File: src/rtl/octree_pkg.sv
// +--------------------------------------------------------------------+
// | octree_pkg: shared widths and types for the octree searcher path   |
// | Rev 1.0                                                            |
// +--------------------------------------------------------------------+
`default_nettype none

package octree_pkg;

  localparam int DATA_WIDTH     = 16;
  localparam int ELEMS_PER_BEAT = 4;
  localparam int DATA_BUS_WIDTH = DATA_WIDTH * ELEMS_PER_BEAT;
  localparam int FEATURE_LENTH  = 9;
  localparam int COUNT_WIDTH    = 16;
  localparam int FIFO_DEPTH     = 2;
  localparam int FEATURE_BITS   = DATA_BUS_WIDTH * FEATURE_LENTH;

  typedef logic [FEATURE_BITS-1:0]          anchor_feat_t;
  typedef logic [$clog2(FEATURE_LENTH)-1:0] beat_idx_t;

endpackage

`default_nettype wire

File: src/rtl/anchor_rec_fifo.sv
// +--------------------------------------------------------------------+
// | anchor_rec_fifo: small buffer of completed anchor feature records  |
// | Rev 1.0                                                            |
// +--------------------------------------------------------------------+
`default_nettype none

module anchor_rec_fifo
  import octree_pkg::*;
(
  input  logic         clk,
  input  logic         rst_n,
  input  logic         push,
  input  logic         pop,
  input  anchor_feat_t din,
  output anchor_feat_t dout,
  output logic         full,
  output logic         empty
);

  localparam int PTR_W = $clog2(FIFO_DEPTH);
  localparam int CNT_W = $clog2(FIFO_DEPTH + 1);

  typedef logic [PTR_W-1:0] ptr_t;
  typedef logic [CNT_W-1:0] cnt_t;

  localparam cnt_t c_depth = cnt_t'(FIFO_DEPTH);

  anchor_feat_t r_mem [FIFO_DEPTH];
  ptr_t         r_wr_ptr;
  ptr_t         r_rd_ptr;
  cnt_t         r_count;
  cnt_t         w_count_next;
  logic         w_push;
  logic         w_pop;

  assign full   = (r_count == c_depth);
  assign empty  = (r_count == '0);
  assign w_push = push & ~full;
  assign w_pop  = pop & ~empty;
  assign dout   = r_mem[r_rd_ptr];

  always_comb begin
    w_count_next = r_count;
    case ({w_push, w_pop})
      2'b10:   w_count_next = r_count + cnt_t'(1);
      2'b01:   w_count_next = r_count - cnt_t'(1);
      default: w_count_next = r_count;
    endcase
  end

  // Pointers wrap naturally because the depth is a power of two.
  always_ff @(posedge clk or negedge rst_n) begin
    if (!rst_n) begin
      for (int i = 0; i < FIFO_DEPTH; i++) begin
        r_mem[i] <= '0;
      end
      r_wr_ptr <= '0;
      r_rd_ptr <= '0;
      r_count  <= '0;
    end else begin
      if (w_push) begin
        r_mem[r_wr_ptr] <= din;
        r_wr_ptr        <= r_wr_ptr + ptr_t'(1);
      end
      if (w_pop) begin
        r_rd_ptr <= r_rd_ptr + ptr_t'(1);
      end
      r_count <= w_count_next;
    end
  end

endmodule

`default_nettype wire

File: src/rtl/anchor_feature_collector.sv
// +--------------------------------------------------------------------+
// | anchor_feature_collector: reassembles feature beats into records   |
// | Rev 1.0                                                            |
// +--------------------------------------------------------------------+
`default_nettype none

module anchor_feature_collector
  import octree_pkg::*;
(
  input  logic                      clk,
  input  logic                      rst_n,
  input  logic                      frame_start,
  input  logic                      frame_done,
  input  logic [DATA_BUS_WIDTH-1:0] beat_data,
  input  logic                      beat_valid,
  output logic                      beat_ready,
  output anchor_feat_t              anchor_feat,
  output logic                      anchor_valid,
  input  logic                      anchor_ready,
  output logic [COUNT_WIDTH-1:0]    anchor_cnt,
  output logic                      err_partial
);

  localparam int SLOT_W = $clog2(FEATURE_LENTH - 1);
  localparam beat_idx_t c_last = beat_idx_t'(FEATURE_LENTH - 1);
  localparam logic [COUNT_WIDTH-1:0] c_cnt_max = '1;

  logic [FEATURE_LENTH-2:0][DATA_BUS_WIDTH-1:0] r_slots;
  beat_idx_t                r_beat_cnt;
  beat_idx_t                w_beat_cnt_next;
  logic                     r_beat_ready;
  logic [COUNT_WIDTH-1:0]   r_anchor_cnt;
  logic                     r_err_partial;
  logic                     w_hs;
  logic                     w_last;
  logic                     w_push;
  logic                     w_pop;
  logic                     w_drop;
  logic                     w_fifo_full;
  logic                     w_fifo_empty;
  logic                     w_full_next;
  logic [SLOT_W-1:0]        w_slot;

  assign w_hs   = beat_valid & r_beat_ready;
  assign w_last = (r_beat_cnt == c_last);
  assign w_push = w_hs & w_last;
  assign w_pop  = anchor_valid & anchor_ready;
  assign w_drop = frame_done & (r_beat_cnt != '0) & ~w_push;
  assign w_slot = r_beat_cnt[SLOT_W-1:0];

  // Two-entry occupancy look-ahead, so beat_ready can be a flop.
  assign w_full_next = w_fifo_full ? ~w_pop : (~w_fifo_empty & w_push & ~w_pop);

  always_comb begin
    w_beat_cnt_next = r_beat_cnt;
    if (frame_start || w_drop) begin
      w_beat_cnt_next = '0;
    end else if (w_hs) begin
      w_beat_cnt_next = w_last ? '0 : r_beat_cnt + beat_idx_t'(1);
    end
  end

  always_ff @(posedge clk or negedge rst_n) begin
    if (!rst_n) begin
      r_slots       <= '0;
      r_beat_cnt    <= '0;
      r_beat_ready  <= 1'b1;
      r_anchor_cnt  <= '0;
      r_err_partial <= 1'b0;
    end else begin
      r_beat_cnt   <= w_beat_cnt_next;
      r_beat_ready <= !((w_beat_cnt_next == c_last) && w_full_next);
      if (w_hs && !w_last) begin
        r_slots[w_slot] <= beat_data;
      end
      if (frame_start) begin
        r_anchor_cnt <= '0;
      end else if (w_push && (r_anchor_cnt != c_cnt_max)) begin
        r_anchor_cnt <= r_anchor_cnt + 1'b1;
      end
      if (frame_start) begin
        r_err_partial <= 1'b0;
      end else if (w_drop) begin
        r_err_partial <= 1'b1;
      end
    end
  end

  anchor_rec_fifo u_fifo (
    .clk   (clk),
    .rst_n (rst_n),
    .push  (w_push),
    .pop   (w_pop),
    .din   ({beat_data, r_slots}),
    .dout  (anchor_feat),
    .full  (w_fifo_full),
    .empty (w_fifo_empty)
  );

  assign anchor_valid = ~w_fifo_empty;
  assign beat_ready   = r_beat_ready;
  assign anchor_cnt   = r_anchor_cnt;
  assign err_partial  = r_err_partial;

endmodule

`default_nettype wire

File: config.mk
export PLATFORM = sky130hd
export DESIGN_NAME = anchor_feature_collector
export DESIGN_NICKNAME = d
export VERILOG_FILES = /design/src/rtl/octree_pkg.sv /design/src/rtl/anchor_rec_fifo.sv /design/src/rtl/anchor_feature_collector.sv
export SDC_FILE = /design/constraint.sdc
export NUM_CORES = 2
export LEC_CHECK = 0
export BUFFER_PORTS_ARGS = -buffer_cell sky130_fd_sc_hd__buf_2
export CORE_MARGIN = 1.5
export CORE_UTILIZATION = 30
export CTS_CLUSTER_SIZE = 24
export DETAILED_ROUTE_END_ITERATION = 10
export SYNTH_ARGS = -nofsm -noshare
export SYNTH_HDL_FRONTEND = slang
export SYNTH_SLANG_ARGS = --single-unit
export TNS_END_PERCENT = 20
File: constraint.sdc
create_clock -name clk -period 3.35 [get_ports clk]
set_input_delay 0.5025 -clock clk [delete_from_list [all_inputs] [get_ports clk]]
set_output_delay 0.5025 -clock clk [all_outputs]
set_load 0.01 [all_outputs]
After elaboration in Yosys (flattened, before gate mapping). Index checks and enable logic that the tools add are counted.

Bitwise logic cells: 15. Add/subtract/negate cells: 6. Multiplexer cells: 18. Equal/unequal tests: 6. Reduce and logical (&&, ||, !) cells: 13. $lt $le $gt $ge: 5.

Operator list (count): 576-bit 2-to-1 mux (4); 1152-bit bitwise mux (1); 576-bit demux with 1-bit select (1); 512-bit bitwise mux (1); 64-bit demux with 3-bit select (1); 64-bit 2-to-1 mux (1); 16-bit 2-to-1 mux (2); 16-bit by 1-bit adder with 16-bit output (second input constant) (1); 16-bit != test (second input constant) (1); 4-bit 2-to-1 mux (3); 1-bit AND (9); 4-bit equality test (second input constant) (2); 2-bit nonzero test (3); 1-bit logical AND (5); 4-bit by 1-bit adder with 4-bit output (second input constant) (1); 2-bit equality test (second input constant) (2); 2-bit greater-or-equal comparator (second input constant) (2); 3-bit by 4-bit less-than comparator with 1-bit output (second input constant) (1); 1-bit NOT (4); 1-bit NOT with 2-bit output (2); 2-bit one-hot mux with 2 select lines (1); 4-bit nonzero test (1); 3-bit by 1-bit greater-or-equal comparator with 1-bit output (second input constant) (1); 1-bit 2-to-1 mux (3); other kinds (8) (10).

Output and inout bits: 595. Input port bits: 70. Bits in registers: 1690.

Logic depth before layout (Yosys ltp).
Depth after elaboration: 9. Gate-level depth with buffers: 10. Gate-level depth less buffers: 9.

By module. From an unflattened synthesis, not the netlist that was laid out.

Cells, all modules: 4323. Area, all modules: 70358.7 um^2.

Modules (own cells, without submodules): anchor_rec_fifo (sequential area each 28927.7 um^2, instances 1, cells each 3090, area each 50194.4 um^2); anchor_feature_collector (sequential area each 13364.1 um^2, instances 1, cells each 1233, area each 20164.3 um^2).

Least setup slack after synthesis. No wires, ideal clock.

Kind: reg2reg. From: register r_beat_cnt[1]. To: register r_slots[259] (netlist bit). Arrival time: 2.240 ns. Stages on the path, launching flop included: 10. Path slack: 0.986 ns. Period minus slack after synthesis: 2.364 ns. Cells stage by stage: dfrtp_1 clkbuf_1 inv_1 ha_1 and3b_1 nor3_2 and3_1 buf_2 buf_4 mux2_2.

Word-level cells in the longest chain between the ends: 5. Elaborated cells between the ends (all ways): 9. Classes of those cells: order compare (2); eq/ne (1); mux (3); reduce/logical (3).

RTL lines: start, declared (line anchor_feature_collector.sv:29) `beat_idx_t r_beat_cnt;`; start signal, assigned (line anchor_feature_collector.sv:71) `r_beat_cnt <= w_beat_cnt_next;`; 3-bit by 4-bit less-than comparator with 1-bit output (not written as such) or 3-bit by 1-bit greater-or-equal comparator with 1-bit output (tied branches) (line anchor_feature_collector.sv:74) `r_slots[w_slot] <= beat_data;`; 1-bit logical AND (not written as such) (line anchor_feature_collector.sv:74); 64-bit 2-to-1 mux (not written as such) (line anchor_feature_collector.sv:74); 64-bit demux with 3-bit select (line anchor_feature_collector.sv:74); 512-bit bitwise mux (line anchor_feature_collector.sv:74); end signal, assigned by index (line anchor_feature_collector.sv:74); end, declared (line anchor_feature_collector.sv:28) `logic [FEATURE_LENTH-2:0][DATA_BUS_WIDTH-1:0] r_slots;`.

Several ways; a longest one is shown, not always the timed one. A chain may end at the register's enable or synchronous reset.

Worst setup path in the final report.
From: register u_fifo.r_rd_ptr. To: output port anchor_feat[359].

Word-level cells in the longest chain between the ends: 4.

RTL lines: start, declared (line anchor_rec_fifo.sv:30) `ptr_t r_rd_ptr;`; start signal, assigned (line anchor_rec_fifo.sv:66) `r_rd_ptr <= r_rd_ptr + ptr_t'(1);`; 1-bit NOT with 2-bit output (not written as such) (line anchor_rec_fifo.sv:40) `assign dout = r_mem[r_rd_ptr];`; 576-bit 2-to-1 mux (not written as such) (3 in a row) (line anchor_rec_fifo.sv:40); end, declared (line anchor_feature_collector.sv:17) `output anchor_feat_t anchor_feat,`.

Every way passes these cells. The select of a mux whose other input is x is not followed.

==> flow_metrics.tcl <==
set metrics [dict create \
    r2r.worst_path.cells 7 \
    setup_violations 0 \
    dieHeight_um 488.8 \
    power.clock.fraction 0.423 \
    finish.cell_count_without_fillers 8350 \
    min-delay-path-class "primary input to register" \
    core_area_mm2 0.2350 \
    placedCellCount 8011 \
    max_slew_margin 0.4391 \
    grt_pass1_vias 41550 \
    postSynthRegisterBits 1690 \
    syn-num-nets 4450 \
    static-leakage-power_uw 0.04396 \
    power.sequential.fraction 0.468 \
    crit_type "register to primary output" \
    worst_slew_pin_slew_ns 0.8414 \
    clock-root-buffer "sky130_fd_sc_hd__clkbuf_16" \
    synthFlopType "sky130_fd_sc_hd__dfrtp_1" \
    fmax_ghz 0.3227 \
    startpoint "u_fifo.r_rd_ptr$_DFFE_PN0N_" \
    run_status "finished, final reports clean" \
    report.final.hold_viol_count 0 \
    critPathMostFrequentCell "sky130_fd_sc_hd__buf_12" \
    power_frac_comb 0.109 \
    clock_sink_count 1690 \
    critical-path-max-stage-delay_ns 0.50 \
    period_share 0.9251 \
    core.rowCount 178 \
    cpLargestDelayFamily "buffers and inverters" \
    largest_net_degree_at_the_start_of_global_routing 130 \
    cellInternalPower_uw 35250 \
    worstPathMaxFanout 44 \
    nets 5125 \
    crit_buf_inv 3 \
    synth_edf_count 0 \
    cts.clk_slew.worst_paths_ns 0.06 \
    gate_count_after_technology_mapping 4376 \
    number_of_distinct_library_cell_variants_in_the_gate_level_netlist_after_synthesis 48 \
    total_switching_power_uw 12060 \
    number_of_clock_buffers_inserted_by_tritoncts 180 \
    dp_hpwl_um 123800 \
    number_of_antenna_violations_at_the_first_check_in_global_routing 25 \
    reg2reg_to "r_slots[281]$_DFFE_PN0P_" \
    final.setup_skew_ns 0.03502 \
    ant_nets 0 \
    grt_first_pass_wirelength_um 277000 \
    post_drt_wl_per_cell_um 22.54 \
    buffer_ports.inserted 664 \
    worstPathArrival_ns 2.60 \
    crit_path_cell_trace "buf_12, buf_12, mux2_2, buf_2" \
    share_of_total_power_consumed_by_net_switching 0.2548 \
    drive_gt1_frac 0.5440 \
    grt_setup_unrepaired "false" \
    nature_of_the_critical_path_endpoint "primary output" \
    tritoncts "yes" \
    drv_slew 0 \
    kind_of_launch_point_of_the_worst_setup_path "register" \
    gpl.final_weighted_congestion 0.7628 \
    yosys_warnings 0 \
    grt_overflow 0 \
    cp_num_cells 4 \
    cell_area_after_synthesis_mm2 0.07081 \
    die_width_um 488.8 \
    drt-total-wl_um 188200 \
    initial_cell_density_of_the_core 0.3014 \
    max_buffers_root_to_sink 3 \
    synth_sequential_area_ratio 0.5973 \
    flow.area_growth_from_synthesis_pct 18.05 \
    dr.first_iter.drc_count 1551 \
    ir_worst_vdd_mv 0.4283 \
    maxCapViolCount 0 \
    design.die.area_mm2 0.2390 \
    dr_total_vias 38970 \
    route.detailed.drc 0 \
    synth_area_per_cell_um2 16.18 \
    slowest_stage "sky130_fd_sc_hd__dfrtp_4" \
    grt_use_total 0.1551 \
    crit_path_end "anchor_feat[359]" \
    worst_r2r_startpoint "r_beat_cnt[1]$_DFF_PN0_" \
    reg2reg_slack_ns 0.41 \
    period_minus_slack_ns 3.099 \
    detail_route.vias_per_cell 4.667 \
    cts_max_level 4 \
    drtPass1Iterations 5 \
    clock_latency_ns 0.83 \
    critical_path_required_ns 2.85 \
    power.density_cell_area_mw_per_mm2 566.0 \
    top_level_ports 665 \
    async_flop_share 1.000 \
    tns_ns 0 \
]
sequential cells by signal, indices dropped and copies added (netlist names):
register         flops
u_fifo.r_mem      1152
err_partial          1
u_fifo.r_wr_ptr      1
r_slots            512
anchor_cnt          16
u_fifo.r_count       2
beat_ready           1
r_beat_cnt           4
u_fifo.r_rd_ptr      1
layer usage:
metal / global-route usage / routed length (µm) / up-vias
li1: - / - / 16990
met1: 0.2096 / 85190 / 20910
met2: 0.2469 / 87980 / 813
met3: 0.03357 / 9591 / 250
met4: 0.04923 / 5389 / 4
met5: 0 / 21 / -
layout by cell type (no fill, tap or decap), drive strengths merged, types with 4 or more instances in the layout:
cell type,count
mux2,2242
dfrtp,1689
buf,803
clkbuf,270
clkinv,41
nor2,22
nand2,14
inv,12
xnor2,11
a21oi,10
nand4,9
nand3,8
xor2,7
bufinv,6
nor3,6
and2,5
and3,5
ha,4
dlygate4sd3,4
layout make-up:
type | count | area [µm²]
flip-flops and latches | 1690 | 42300
fillers | 22380 | 151400
clock buffers | 270 | 5294
multi-input cells | 2368 | 26110
inverters | 4 | 15.01
diodes | 3 | 7.507
well taps | 3150 | 3941
clock inverters | 58 | 723.2
repair buffers | 807 | 5197
worst min path at each step:
stage | slack (ns) | start | endpoint | cells past startpoint
4_1_cts | 0.04 | beat_data[18] | u_fifo.r_mem[1106]$_DFFE_PN0P_ | 2
2_1_floorplan | 0.21 | rst_n | anchor_cnt[0]$_DFFE_PN0P_ | 0
3_3_place_gp | 0.46 | u_fifo.r_mem[1061]$_DFFE_PN0P_ | u_fifo.r_mem[1061]$_DFFE_PN0P_ | 1
3_5_place_dp | 0.47 | u_fifo.r_mem[800]$_DFFE_PN0P_ | u_fifo.r_mem[800]$_DFFE_PN0P_ | 1
6_report | 0.13 | beat_data[21] | u_fifo.r_mem[1109]$_DFFE_PN0P_ | 2
5_1_grt | 0.08 | beat_data[18] | u_fifo.r_mem[1106]$_DFFE_PN0P_ | 2
kinds of logic after synthesis:
logic type | count (synthesis) | synth area share
xor+xnor | 18 | 0.002226
fa+ha+maj | 4 | 0.0007068
buf+inv | 318 | 0.03451
compound gates | 20 | 0.001767
simple gates | 83 | 0.006838
mux | 2243 | 0.3567
flops | 1690 | 0.5973
Yosys cell counts, types with 4 or more instances:
cell type | instances | area share
sky130_fd_sc_hd__mux2_2 | 1724 | 0.27
sky130_fd_sc_hd__dfrtp_1 | 1689 | 0.60
sky130_fd_sc_hd__mux2_1 | 518 | 0.082
sky130_fd_sc_hd__buf_1 | 68 | 0.0036
sky130_fd_sc_hd__buf_6 | 66 | 0.010
sky130_fd_sc_hd__buf_2 | 60 | 0.0042
sky130_fd_sc_hd__clkbuf_1 | 55 | 0.0029
sky130_fd_sc_hd__buf_8 | 50 | 0.011
sky130_fd_sc_hd__nor2_1 | 20 | 0.0011
sky130_fd_sc_hd__nand2_1 | 14 | 0.00074
sky130_fd_sc_hd__xnor2_1 | 11 | 0.0014
sky130_fd_sc_hd__a21oi_1 | 10 | 0.00071
sky130_fd_sc_hd__buf_4 | 9 | 0.00095
sky130_fd_sc_hd__nand4_1 | 9 | 0.00080
sky130_fd_sc_hd__nand3_1 | 7 | 0.00049
sky130_fd_sc_hd__xor2_1 | 7 | 0.00087
sky130_fd_sc_hd__and2_1 | 5 | 0.00044
sky130_fd_sc_hd__and3_1 | 5 | 0.00044
sky130_fd_sc_hd__buf_12 | 5 | 0.0014
sky130_fd_sc_hd__ha_1 | 4 | 0.00071
sky130_fd_sc_hd__inv_1 | 4 | 0.00021
power by group through the flow:
stage / sequential, µW / combinational, µW / clock, µW
3_3_place_gp: 22500 / 5130 / 0
2_1_floorplan: 22200 / 3250 / 0
4_1_cts: 22200 / 5310 / 20600
5_1_grt: 22300 / 5550 / 21500
3_5_place_dp: 22600 / 5190 / 0
6_report: 22200 / 5160 / 20000
timing repair:
action | in CTS | in global routing
resized for setup | 0 | 0
hold buffers | 4 | 0
hold endpoints to repair | 68 | 0
buffers inserted | 4 | 0
setup endpoints to repair | 52 | 0
through the flow:
stage	hold WS [ns]	total power (µW)	cell area [µm²]	setup WS [ns]	utilization
after CTS	0.04415	48100	83580	0.1305	0.3557
final	0.1348	47310	83590	0.2508	0.3557
after global placement	0.4628	27590	77480	0.4376	0.3298
after global routing	0.07696	49360	83580	0.1316	0.3557
after floorplan	0.2069	25500	70810	0.9858	-
after detailed placement	0.4708	27750	77480	0.4060	0.3298
(Power assumes the default switching activity.)
